## config.mk

```make
export PLATFORM = sky130hd
export DESIGN_NAME = alu_seq_mult_flat
export DESIGN_NICKNAME = d
export VERILOG_FILES = /design/src/rtl/alu_seq_mult_pkg.sv /design/src/rtl/alu_seq_mult_if.sv /design/src/rtl/alu_seq_mult.sv /design/src/flat_wrapper.sv
export SDC_FILE = /design/constraint.sdc
export NUM_CORES = 1
export LEC_CHECK = 0
export CORE_ASPECT_RATIO = 0.5
export CORE_MARGIN = 4
export CORE_UTILIZATION = 45
export CTS_CLUSTER_DIAMETER = 120
export DETAILED_ROUTE_END_ITERATION = 10
export PLACE_DENSITY = 0.77
export SLEW_MARGIN = 15
export SYNTH_ARGS = -nofsm -noshare
export SYNTH_HDL_FRONTEND = slang
export SYNTH_SLANG_ARGS = --single-unit
export TNS_END_PERCENT = 5
```

## constraint.sdc

```tcl
create_clock -name clk -period 1.95 [get_ports clk]
set_input_delay 0.39 -clock clk [delete_from_list [all_inputs] [get_ports clk]]
set_output_delay 0.39 -clock clk [all_outputs]
set_load 0.005 [all_outputs]
```

## src/rtl/alu_seq_mult_pkg.sv

```systemverilog
// Shared ALU control encodings and multiplier state type.
package alu_seq_mult_pkg;

    localparam logic [2:0] ALU_PASS_B   = 3'b000;
    localparam logic [2:0] ALU_ADD      = 3'b010;
    localparam logic [2:0] ALU_SUBTRACT = 3'b011;
    localparam logic [2:0] ALU_AND      = 3'b100;
    localparam logic [2:0] ALU_OR       = 3'b101;
    localparam logic [2:0] ALU_XOR      = 3'b110;

    typedef enum logic [1:0] {
        MUL_IDLE = 2'd0,
        MUL_RUN  = 2'd1,
        MUL_DONE = 2'd2
    } mul_state_t;

endpackage

```

## src/rtl/alu_seq_mult_if.sv

```systemverilog
// Execute-stage handshake to the sequential multiplier (start/busy/done + operands/result).
interface alu_seq_mult_if #(
    parameter int unsigned WIDTH = 64
);

    logic                   start;
    logic [WIDTH-1:0]       mcand;
    logic [WIDTH-1:0]       mplier;
    logic                   busy;
    logic                   done;
    logic [2*WIDTH-1:0]     product;

    modport master (
        output start,
        output mcand,
        output mplier,
        input  busy,
        input  done,
        input  product
    );

    modport slave (
        input  start,
        input  mcand,
        input  mplier,
        output busy,
        output done,
        output product
    );

endinterface

```

## src/rtl/alu_seq_mult.sv

```systemverilog
// Iterative unsigned shift-add multiplier using an external ALU for each partial-sum add.
module alu_seq_mult
    import alu_seq_mult_pkg::*;
#(
    parameter int unsigned WIDTH = 64
) (
    input  logic                clk,
    input  logic                reset_n,
    alu_seq_mult_if.slave       mul,
    output logic [WIDTH-1:0]    aluA,
    output logic [WIDTH-1:0]    aluB,
    output logic [2:0]          aluCtrl,
    output logic                aluCIn,
    input  logic [WIDTH-1:0]    aluResult,
    input  logic                aluCOut
);

    localparam int unsigned CNT_W = $clog2(WIDTH + 1);

    mul_state_t             state,    state_nxt;
    logic [WIDTH-1:0]       acc_hi,   acc_hi_nxt;
    logic [WIDTH-1:0]       mplier_q, mplier_nxt;
    logic [WIDTH-1:0]       mcand_q,  mcand_nxt;
    logic [CNT_W-1:0]       cnt,      cnt_nxt;
    logic [2*WIDTH-1:0]     product,  product_nxt;
    logic                   busy_q;
    logic                   done_q;
    logic [WIDTH-1:0]       alu_b_q;

    // Next-state and datapath: capture on start, one shift-add step per RUN cycle.
    always_comb begin
        state_nxt   = state;
        acc_hi_nxt  = acc_hi;
        mplier_nxt  = mplier_q;
        mcand_nxt   = mcand_q;
        cnt_nxt     = cnt;
        product_nxt = product;
        case (state)
            MUL_IDLE, MUL_DONE: begin
                if (mul.start) begin
                    state_nxt  = MUL_RUN;
                    mcand_nxt  = mul.mcand;
                    mplier_nxt = mul.mplier;
                    acc_hi_nxt = '0;
                    cnt_nxt    = CNT_W'(WIDTH);
                end else begin
                    state_nxt  = MUL_IDLE;
                end
            end
            MUL_RUN: begin
                // carry lands in the acc top bit; sum LSB shifts into the multiplier/acc_lo
                {acc_hi_nxt, mplier_nxt} = {aluCOut, aluResult, mplier_q[WIDTH-1:1]};
                cnt_nxt = cnt - CNT_W'(1);
                if (cnt == CNT_W'(1)) begin
                    state_nxt   = MUL_DONE;
                    product_nxt = {acc_hi_nxt, mplier_nxt};
                end
            end
            default: begin
                state_nxt = MUL_IDLE;
            end
        endcase
    end

    // State and datapath registers; flags and ALU operand B registered from next values.
    always_ff @(posedge clk or negedge reset_n) begin
        if (!reset_n) begin
            state    <= MUL_IDLE;
            acc_hi   <= '0;
            mplier_q <= '0;
            mcand_q  <= '0;
            cnt      <= '0;
            product  <= '0;
            busy_q   <= 1'b0;
            done_q   <= 1'b0;
            alu_b_q  <= '0;
        end else begin
            state    <= state_nxt;
            acc_hi   <= acc_hi_nxt;
            mplier_q <= mplier_nxt;
            mcand_q  <= mcand_nxt;
            cnt      <= cnt_nxt;
            product  <= product_nxt;
            busy_q   <= (state_nxt == MUL_RUN);
            done_q   <= (state_nxt == MUL_DONE);
            alu_b_q  <= mplier_nxt[0] ? mcand_nxt : '0;
        end
    end

    assign mul.busy    = busy_q;
    assign mul.done    = done_q;
    assign mul.product = product;
    assign aluA        = acc_hi;
    assign aluB        = alu_b_q;
    assign aluCtrl     = ALU_ADD;
    assign aluCIn      = 1'b0;

endmodule

```

## src/flat_wrapper.sv

```systemverilog
// flat-port wrapper written by rule: the top's interface ports become plain ports
module alu_seq_mult_flat import alu_seq_mult_pkg::*;
#(
    parameter int unsigned WIDTH = 64
)
  (clk, reset_n, aluA, aluB, aluCtrl, aluCIn, aluResult, aluCOut, mul_start, mul_mcand, mul_mplier, mul_busy, mul_done, mul_product);
  alu_seq_mult_if #(.WIDTH(WIDTH)) mul_i ();
  input  logic clk;
  input  logic reset_n;
  output logic [WIDTH-1:0] aluA;
  output logic [WIDTH-1:0] aluB;
  output logic [2:0] aluCtrl;
  output logic aluCIn;
  input  logic [WIDTH-1:0] aluResult;
  input  logic aluCOut;
  input wire logic [$bits(mul_i.start)-1:0] mul_start;
  input wire logic [$bits(mul_i.mcand)-1:0] mul_mcand;
  input wire logic [$bits(mul_i.mplier)-1:0] mul_mplier;
  output wire logic [$bits(mul_i.busy)-1:0] mul_busy;
  output wire logic [$bits(mul_i.done)-1:0] mul_done;
  output wire logic [$bits(mul_i.product)-1:0] mul_product;
  assign mul_i.start = mul_start;
  assign mul_i.mcand = mul_mcand;
  assign mul_i.mplier = mul_mplier;
  assign mul_busy = mul_i.busy;
  assign mul_done = mul_i.done;
  assign mul_product = mul_i.product;
  alu_seq_mult #(.WIDTH(WIDTH)) u_core (.clk(clk), .reset_n(reset_n), .mul(mul_i), .aluA(aluA), .aluB(aluB), .aluCtrl(aluCtrl), .aluCIn(aluCIn), .aluResult(aluResult), .aluCOut(aluCOut));
endmodule
```

==> impl_results.md, run 1 <==
* Final #Nets at 1677
* Vias per cell at 5.22
* Clock power frac at 21.9%
* Initial core utilization at 45.9%
* Clock tree from TritonCTS: built
* H-tree levels at 2
* Hpwl dp at 30.9 mm
* Crit-path max cell delay at 0.56 ns
* Max transition margin at 65.3%
* Post-Place Worst Slack at -0.113 ns
* Slowest stage cell on the critical path: clkdlybuf4s50_1
* Synth area leaders: dfrtp_1, mux2_4, mux2_2
* Antenna-violating nets left at 0
* Crit. End Element: output port
* Worst reg2reg path endpoint: u_core.mul.product[127]$_DFFE_PN0P_
* PnR worst setup slack at 0.0576 ns
* CP Launch Type: flip-flop
* # rows at 47
* Vias in the first global route at 11100
* Sequential area share after synthesis at 64.8%
* Crit path kind: reg2out
* Worst Path Arrival at 1.50 ns
* GRT Resource Usage Total at 23.2%
* Status: finished, final reports clean
* Worst reg2reg startpoint: u_core.cnt[1]$_DFFE_PN0P_
* Die area at 37100 um^2
* Fin. Hold Viols at 0
* Fin. max-slew vios at 0
* Crit path max-delay family: buffers and inverters
* Wirelength per Cell at 22.5 um
* Vias after detailed routing at 10200
* CP bufs+invs at 1
* Critical path, cell by cell: clkdlybuf4s50_1
* Clock Skews at 0.0204 ns
* Final instance area at 21800 um^2
* Max-cap violations at 0
* Core Footprint at 33200 um^2
* Net Switching at 10.2 mW
* Static leakage at 9.97 nW
* Synthesized cell area at 15200 um^2
* RSZ-0062 raised after global routing: true
* Peak supply drop at 0.703 mV
* Clock transition at path regs at 0.07 ns
* Max Clock Freq at 0.528 GHz
* Area grow syn2layout at 42.7%
* Req. time, crit path at 1.56 ns
* Clk sinks at 395
* DR pass1 iterations at 4
* Synth Instances at 1022
* Top-count cell post-synth: dfrtp_1
* Cell Pwr Density at 1580 nW/um^2
* Sw Ratio at 29.7%
* Synth Register Bits at 395
* Drt first-iter violations at 683
* Final setup viols at 0
* Inst Count DP at 1878
* Slew @ Worst Pin at 0.520 ns
* Clock latency on the worst-skew pair at 0.53 ns
* YS warnings at 0
* Antenna violations before repair at 2
* First-pass GRT wire length at 67.8 mm
* Root Buffer: clkbuf_16
* Async SR Flop Fraction at 100%
* Min Tclk post-route at 1.89 ns
* Pin count of the biggest net entering global routing at 79
* Average size of a mapped cell at 14.9 um^2
* Clock Tree Buf Depth at 3
* Die Y-Extent at 138 um
* Final wirelength at 43.9 mm
* FF-to-FF setup slack at 0.06 ns
* Grt ovf at 0
* Layout Cells excl Fill at 1948
* GPL Wtd Cong at 0.852
* Most common flop cell mapped by yosys: dfrtp_1
* Cell internal pwr at 24.1 mW
* Flop pwr share at 40.9%
* Port Buffer Count at 453
* Layout cells sized above 1 at 20.3%
* Post-synth top cells: dfrtp_1, mux2_4, mux2_2
* Top-area cell type share of the netlist area at 64.8%
* CTS buffer count at 36
* Number of synthesized flops with an enable pin at 0
* Highest net fanout along the worst path at 2
* Min-delay worst type: in2async
* Combinational power share at 37.2%
* R2R depth at 6
* DRC Markers at 0
* IO Pins at 458
* Leading area contributor after synthesis: dfrtp_1
* Die X-Extent at 268 um
* Cell variety after synth at 33
* Dpl cell area at 20400 um^2
* Final Cycle Share at 97.0%
-- worst max-delay path by stage --
stage | from | to | slack (ns) | cells past startpoint
2_1_floorplan | u_core.cnt[2]$_DFFE_PN0P_ | u_core.mul.product[100]$_DFFE_PN0P_ | 0.29 | 5
3_3_place_gp | mul_start | u_core.aluB[18]$_DFF_PN0_ | -0.08 | 5
3_5_place_dp | mul_start | u_core.cnt[6]$_DFFE_PN0P_ | -0.11 | 6
4_1_cts | u_core.aluA[56]$_DFFE_PN0P_ | aluA[56] | 0.03 | 1
5_1_grt | u_core.cnt[2]$_DFFE_PN0P_ | u_core.mul.product[117]$_DFFE_PN0P_ | -0.008 | 4
6_report | u_core.aluA[56]$_DFFE_PN0P_ | aluA[56] | 0.06 | 1
-- repair_timing --
item                                    CTS  global route
resized for setup                         2             1
buffers inserted                          2             0
cloned                                    1             0
endpoints found under the setup margin   96            28
hold buffers                              1             0
pin swaps                                 1             0
hold endpoints to repair                 47             0
-- cell type report --
class                      count  area, um^2
fill                        2344       11500
sequential                   395        9880
timing repair buffer         495        5190
multi-input combinational    546        4870
clock buffer                  50        1060
tap                          441         552
clock inverter                14         180
inverter                       5        18.8
antenna                        2        5.00
-- layer usage --
metal	global-route usage (%)	up-vias	wire, um
met5	0	-	0
met4	8.96	0	1730
met3	2.79	103	1520
met2	42.5	280	23600
met1	28.2	5271	17000
li1	-	4513	-
-- metrics by stage --
step	util [%]	hold WS (ns)	power (mW)	TNS, ns
detailed placement	61.5	0.379	26.9	-14.07
floorplan	-	0.0944	19.3	0
global placement	61.5	0.371	26.3	-7.92
finish	65.5	0.398	34.3	0
CTS	65.5	0.411	34.6	0
global route	65.5	0.420	36.0	-0.00936
-- sequential cells by signal, indices dropped and copies added (netlist names) --
signal and count:
u_core.mul.product 128, u_core.state 2, u_core.aluB 64, u_core.cnt 7, u_core.mul.busy 1, u_core.mul.done 1, u_core.mcand_q 64, u_core.mplier_q 64
u_core.aluA 64
-- power by group through the flow --
stage	clock network (mW)	registers [mW]	logic [mW]
after floorplan	0	13.8	5.54
after global placement	0	13.9	12.4
after detailed placement	0	14.1	12.8
after CTS	7.67	14.0	12.9
after global routing	8.00	14.4	13.6
final	7.51	14.0	12.8
-- kinds of logic after synthesis --
logic type               share of synthesized area, %
AND/OR/NAND/NOR                                  7.05
AO/OA/AOI/OAI                                    7.16
adder cells (fa/ha/maj)                         0.164
multiplexers                                     17.2
flip-flops                                       64.8
buffers and inverters                            3.56
other                                          0.0492
-- layout by cell type (no fill, tap or decap), types with 2 or more instances in the layout --
cell and instances:
a22o_1 64, a22oi_1 63, buf_12 23, buf_4 16, bufinv_16 4, clkbuf_1 4
clkbuf_16 37, clkbuf_8 9, clkdlybuf4s50_1 452, clkinv_2 7, conb_1 4, dfrtp_1 395
diode_2 2, ha_1 2, inv_1 5, inv_6 2, mux2_2 84, mux2_4 109
mux2i_1 4, nand2_1 65, nand2b_2 2, nand3_1 65, nor2b_1 64, nor2b_4 3
nor4_1 2, o21ai_0 2, or2_2 2
Note: power is estimated with default switching activity, not from simulation.
==> run 2: changes to the inputs <==
--- a/config.mk
+++ b/config.mk
@@ -7,10 +7,10 @@
 export LEC_CHECK = 0
 export CORE_ASPECT_RATIO = 0.5
 export CORE_MARGIN = 4
-export CORE_UTILIZATION = 45
+export CORE_UTILIZATION = 40
 export CTS_CLUSTER_DIAMETER = 120
 export DETAILED_ROUTE_END_ITERATION = 10
-export PLACE_DENSITY = 0.77
+export PLACE_DENSITY = 0.76
 export SLEW_MARGIN = 15
 export SYNTH_ARGS = -nofsm -noshare
 export SYNTH_HDL_FRONTEND = slang
==> run 2 against run 1 <==
Final cell count up 2.8%. Via count up 1.5%. Setup slack worse by 0.031 ns. Critical path type unchanged. Highest routed layer unchanged.
==> impl_results.md, run 2 (synthesis results as in run 1) <==
* Max reg flops at 128
* Grt ovf at 0
* CP bufs+invs at 1
* Clock transition at path regs at 0.07 ns
* Root Buffer: clkbuf_16
* Highest net fanout along the worst path at 2
* Max transition margin at 56.8%
* Max-cap violations at 0
* Status: finished, final reports clean
* H-tree levels at 2
* GPL Wtd Cong at 0.868
* Crit-path max cell delay at 0.54 ns
* Die area at 41500 um^2
* Final Cycle Share at 98.6%
* Largest Register: u_core.mul.product
* Min Tclk post-route at 1.92 ns
* IO Pins at 458
* Crit path max-delay family: buffers and inverters
* GRT Resource Usage Total at 21.0%
* Clk sinks at 395
* Final Util at 58.3%
* Clock Skews at 0.0185 ns
* Wirelength per Cell at 22.7 um
* Layout Cells excl Fill at 2003
* RSZ-0062 raised after global routing: true
* Drt first-iter violations at 638
* Vias after detailed routing at 10300
* Dpl cell area at 20400 um^2
* DR pass1 iterations at 6
* Area grow syn2layout at 43.3%
* Max Clock Freq at 0.520 GHz
* Fin. Hold Viols at 0
* Worst Path Arrival at 1.53 ns
* Slowest stage cell on the critical path: clkdlybuf4s50_1
* Clock tree from TritonCTS: built
* Inst Count DP at 1928
* Core Footprint at 37500 um^2
* Clock latency on the worst-skew pair at 0.53 ns
* Initial core utilization at 40.7%
* GR Util met1 at 24.8%
* Final Power at 35.0 mW
* Req. time, crit path at 1.56 ns
* Die X-Extent at 284 um
* Peak supply drop at 0.839 mV
* Clock Tree Buf Depth at 3
* Routing usage on met2 at 37.8%
* Port Buffer Count at 453
* Vias per cell at 5.15
* Levels on crit path at 1
* Critical path, cell by cell: clkdlybuf4s50_1
* Commonest cells after routing, fill and taps aside: clkdlybuf4s50_1, dfrtp_1, mux2_4
* DRC Markers at 0
* Slew @ Worst Pin at 0.647 ns
* Vias in the first global route at 11200
* Final setup viols at 0
* Pin count of the biggest net entering global routing at 76
* CTS buffer count at 37
* Min-delay worst type: in2async
* Crit path kind: reg2out
* Crit. End Element: output port
* First-pass GRT wire length at 68.8 mm
* Antenna violations before repair at 6
* Final instance area at 21900 um^2
* CP Launch Type: flip-flop
* R2R depth at 4
* Cell Pwr Density at 1600 nW/um^2
* # rows at 50
* Static leakage at 9.99 nW
* Fin. max-slew vios at 0
* Die Y-Extent at 146 um
* Hpwl dp at 32.2 mm
* Fill cells at 2869
* Final wirelength at 45.4 mm
* Most used routing layer: met2
* Commonest non-fill, non-tap cell in the layout: clkdlybuf4s50_1
* Layout cells sized above 1 at 20.6%
* Final #Nets at 1675
* Antenna-violating nets left at 0
* Met3 usage at 3.17%
[run 2: cell types whose count changed in the layout (fill, tap and decap cells not counted), moves of 3 or more]
cell,before,now
diode_2,2,6
clkbuf_1,4,1
clkdlybuf4s50_1,452,449
clkinv_8,0,3
bufinv_16,4,8
buf_12,23,12
buf_4,16,22
[run 2: layout make-up]
| type | instances | area (um^2) | area share (%) |
|---|---|---|---|
| Antenna cell | 6 | 15.0 | 0.0687 |
| Clock buffer | 46 | 1040 | 4.76 |
| Clock inverter | 19 | 339 | 1.55 |
| Inverter | 5 | 18.8 | 0.0859 |
| Multi-Input combinational cell | 546 | 4870 | 22.3 |
| Sequential cell | 395 | 9890 | 45.2 |
| Tap cell | 494 | 618 | 2.83 |
| Timing Repair Buffer | 492 | 5060 | 23.2 |
[run 2: worst paths after layout]
| kind | from | to | slack, ns |
|---|---|---|---|
| worst max-delay path | u_core.mul.product[113]$_DFFE_PN0P_ | mul_product[113] | 0.03 |
| min in group clk | mul_mplier[32] | u_core.mplier_q[32]$_DFFE_PN0P_ | 0.47 |
| worst min-delay path | reset_n | u_core.mplier_q[24]$_DFFE_PN0P_ | 0.34 |
| max in group asynchronous | reset_n | u_core.mcand_q[30]$_DFF_PN0_ | 0.83 |
| worst max register to register | u_core.cnt[3]$_DFFE_PN0P_ | u_core.mul.product[52]$_DFFE_PN0P_ | 0.07 |
| worst min register to register | u_core.mcand_q[3]$_DFF_PN0_ | u_core.mcand_q[3]$_DFF_PN0_ | 0.49 |
[run 2: where the power goes]
part	leakage, nW	switching, mW	internal (mW)
Combinational	4.45	4.87	7.85
Sequential	4.87	2.25	11.8
Clock	0.677	3.29	4.89
[run 2: stage by stage]
step	hold WS, ns	setup TNS [ns]	worst slack (ns)
after global routing	0.352	-0.000816	-0.000816
final	0.341	0	0.0268
after global placement	0.297	-2.15	-0.0515
after detailed placement	0.302	-5.82	-0.0961
after floorplan	0.0944	0	0.289
after CTS	0.322	-0.298	-0.0297
[run 2: timing repair]
item | in CTS | in global routing
gates cloned | 0 | 2
endpoints found under the hold margin | 30 | 0
buffers inserted | 0 | 1
pin swaps | 0 | 2
resized for setup | 4 | 6
setup endpoints to repair | 71 | 119
hold buffers | 1 | 0
[run 2: metal layers]
metal / part of all wire (%) / vias to the layer above / wire (um)
met5: 0 / - / 0
met1: 38 / 5395 / 17100
met4: 5.3 / 0 / 2390
met2: 54 / 296 / 24300
li1: - / 4503 / -
met3: 3.6 / 124 / 1610
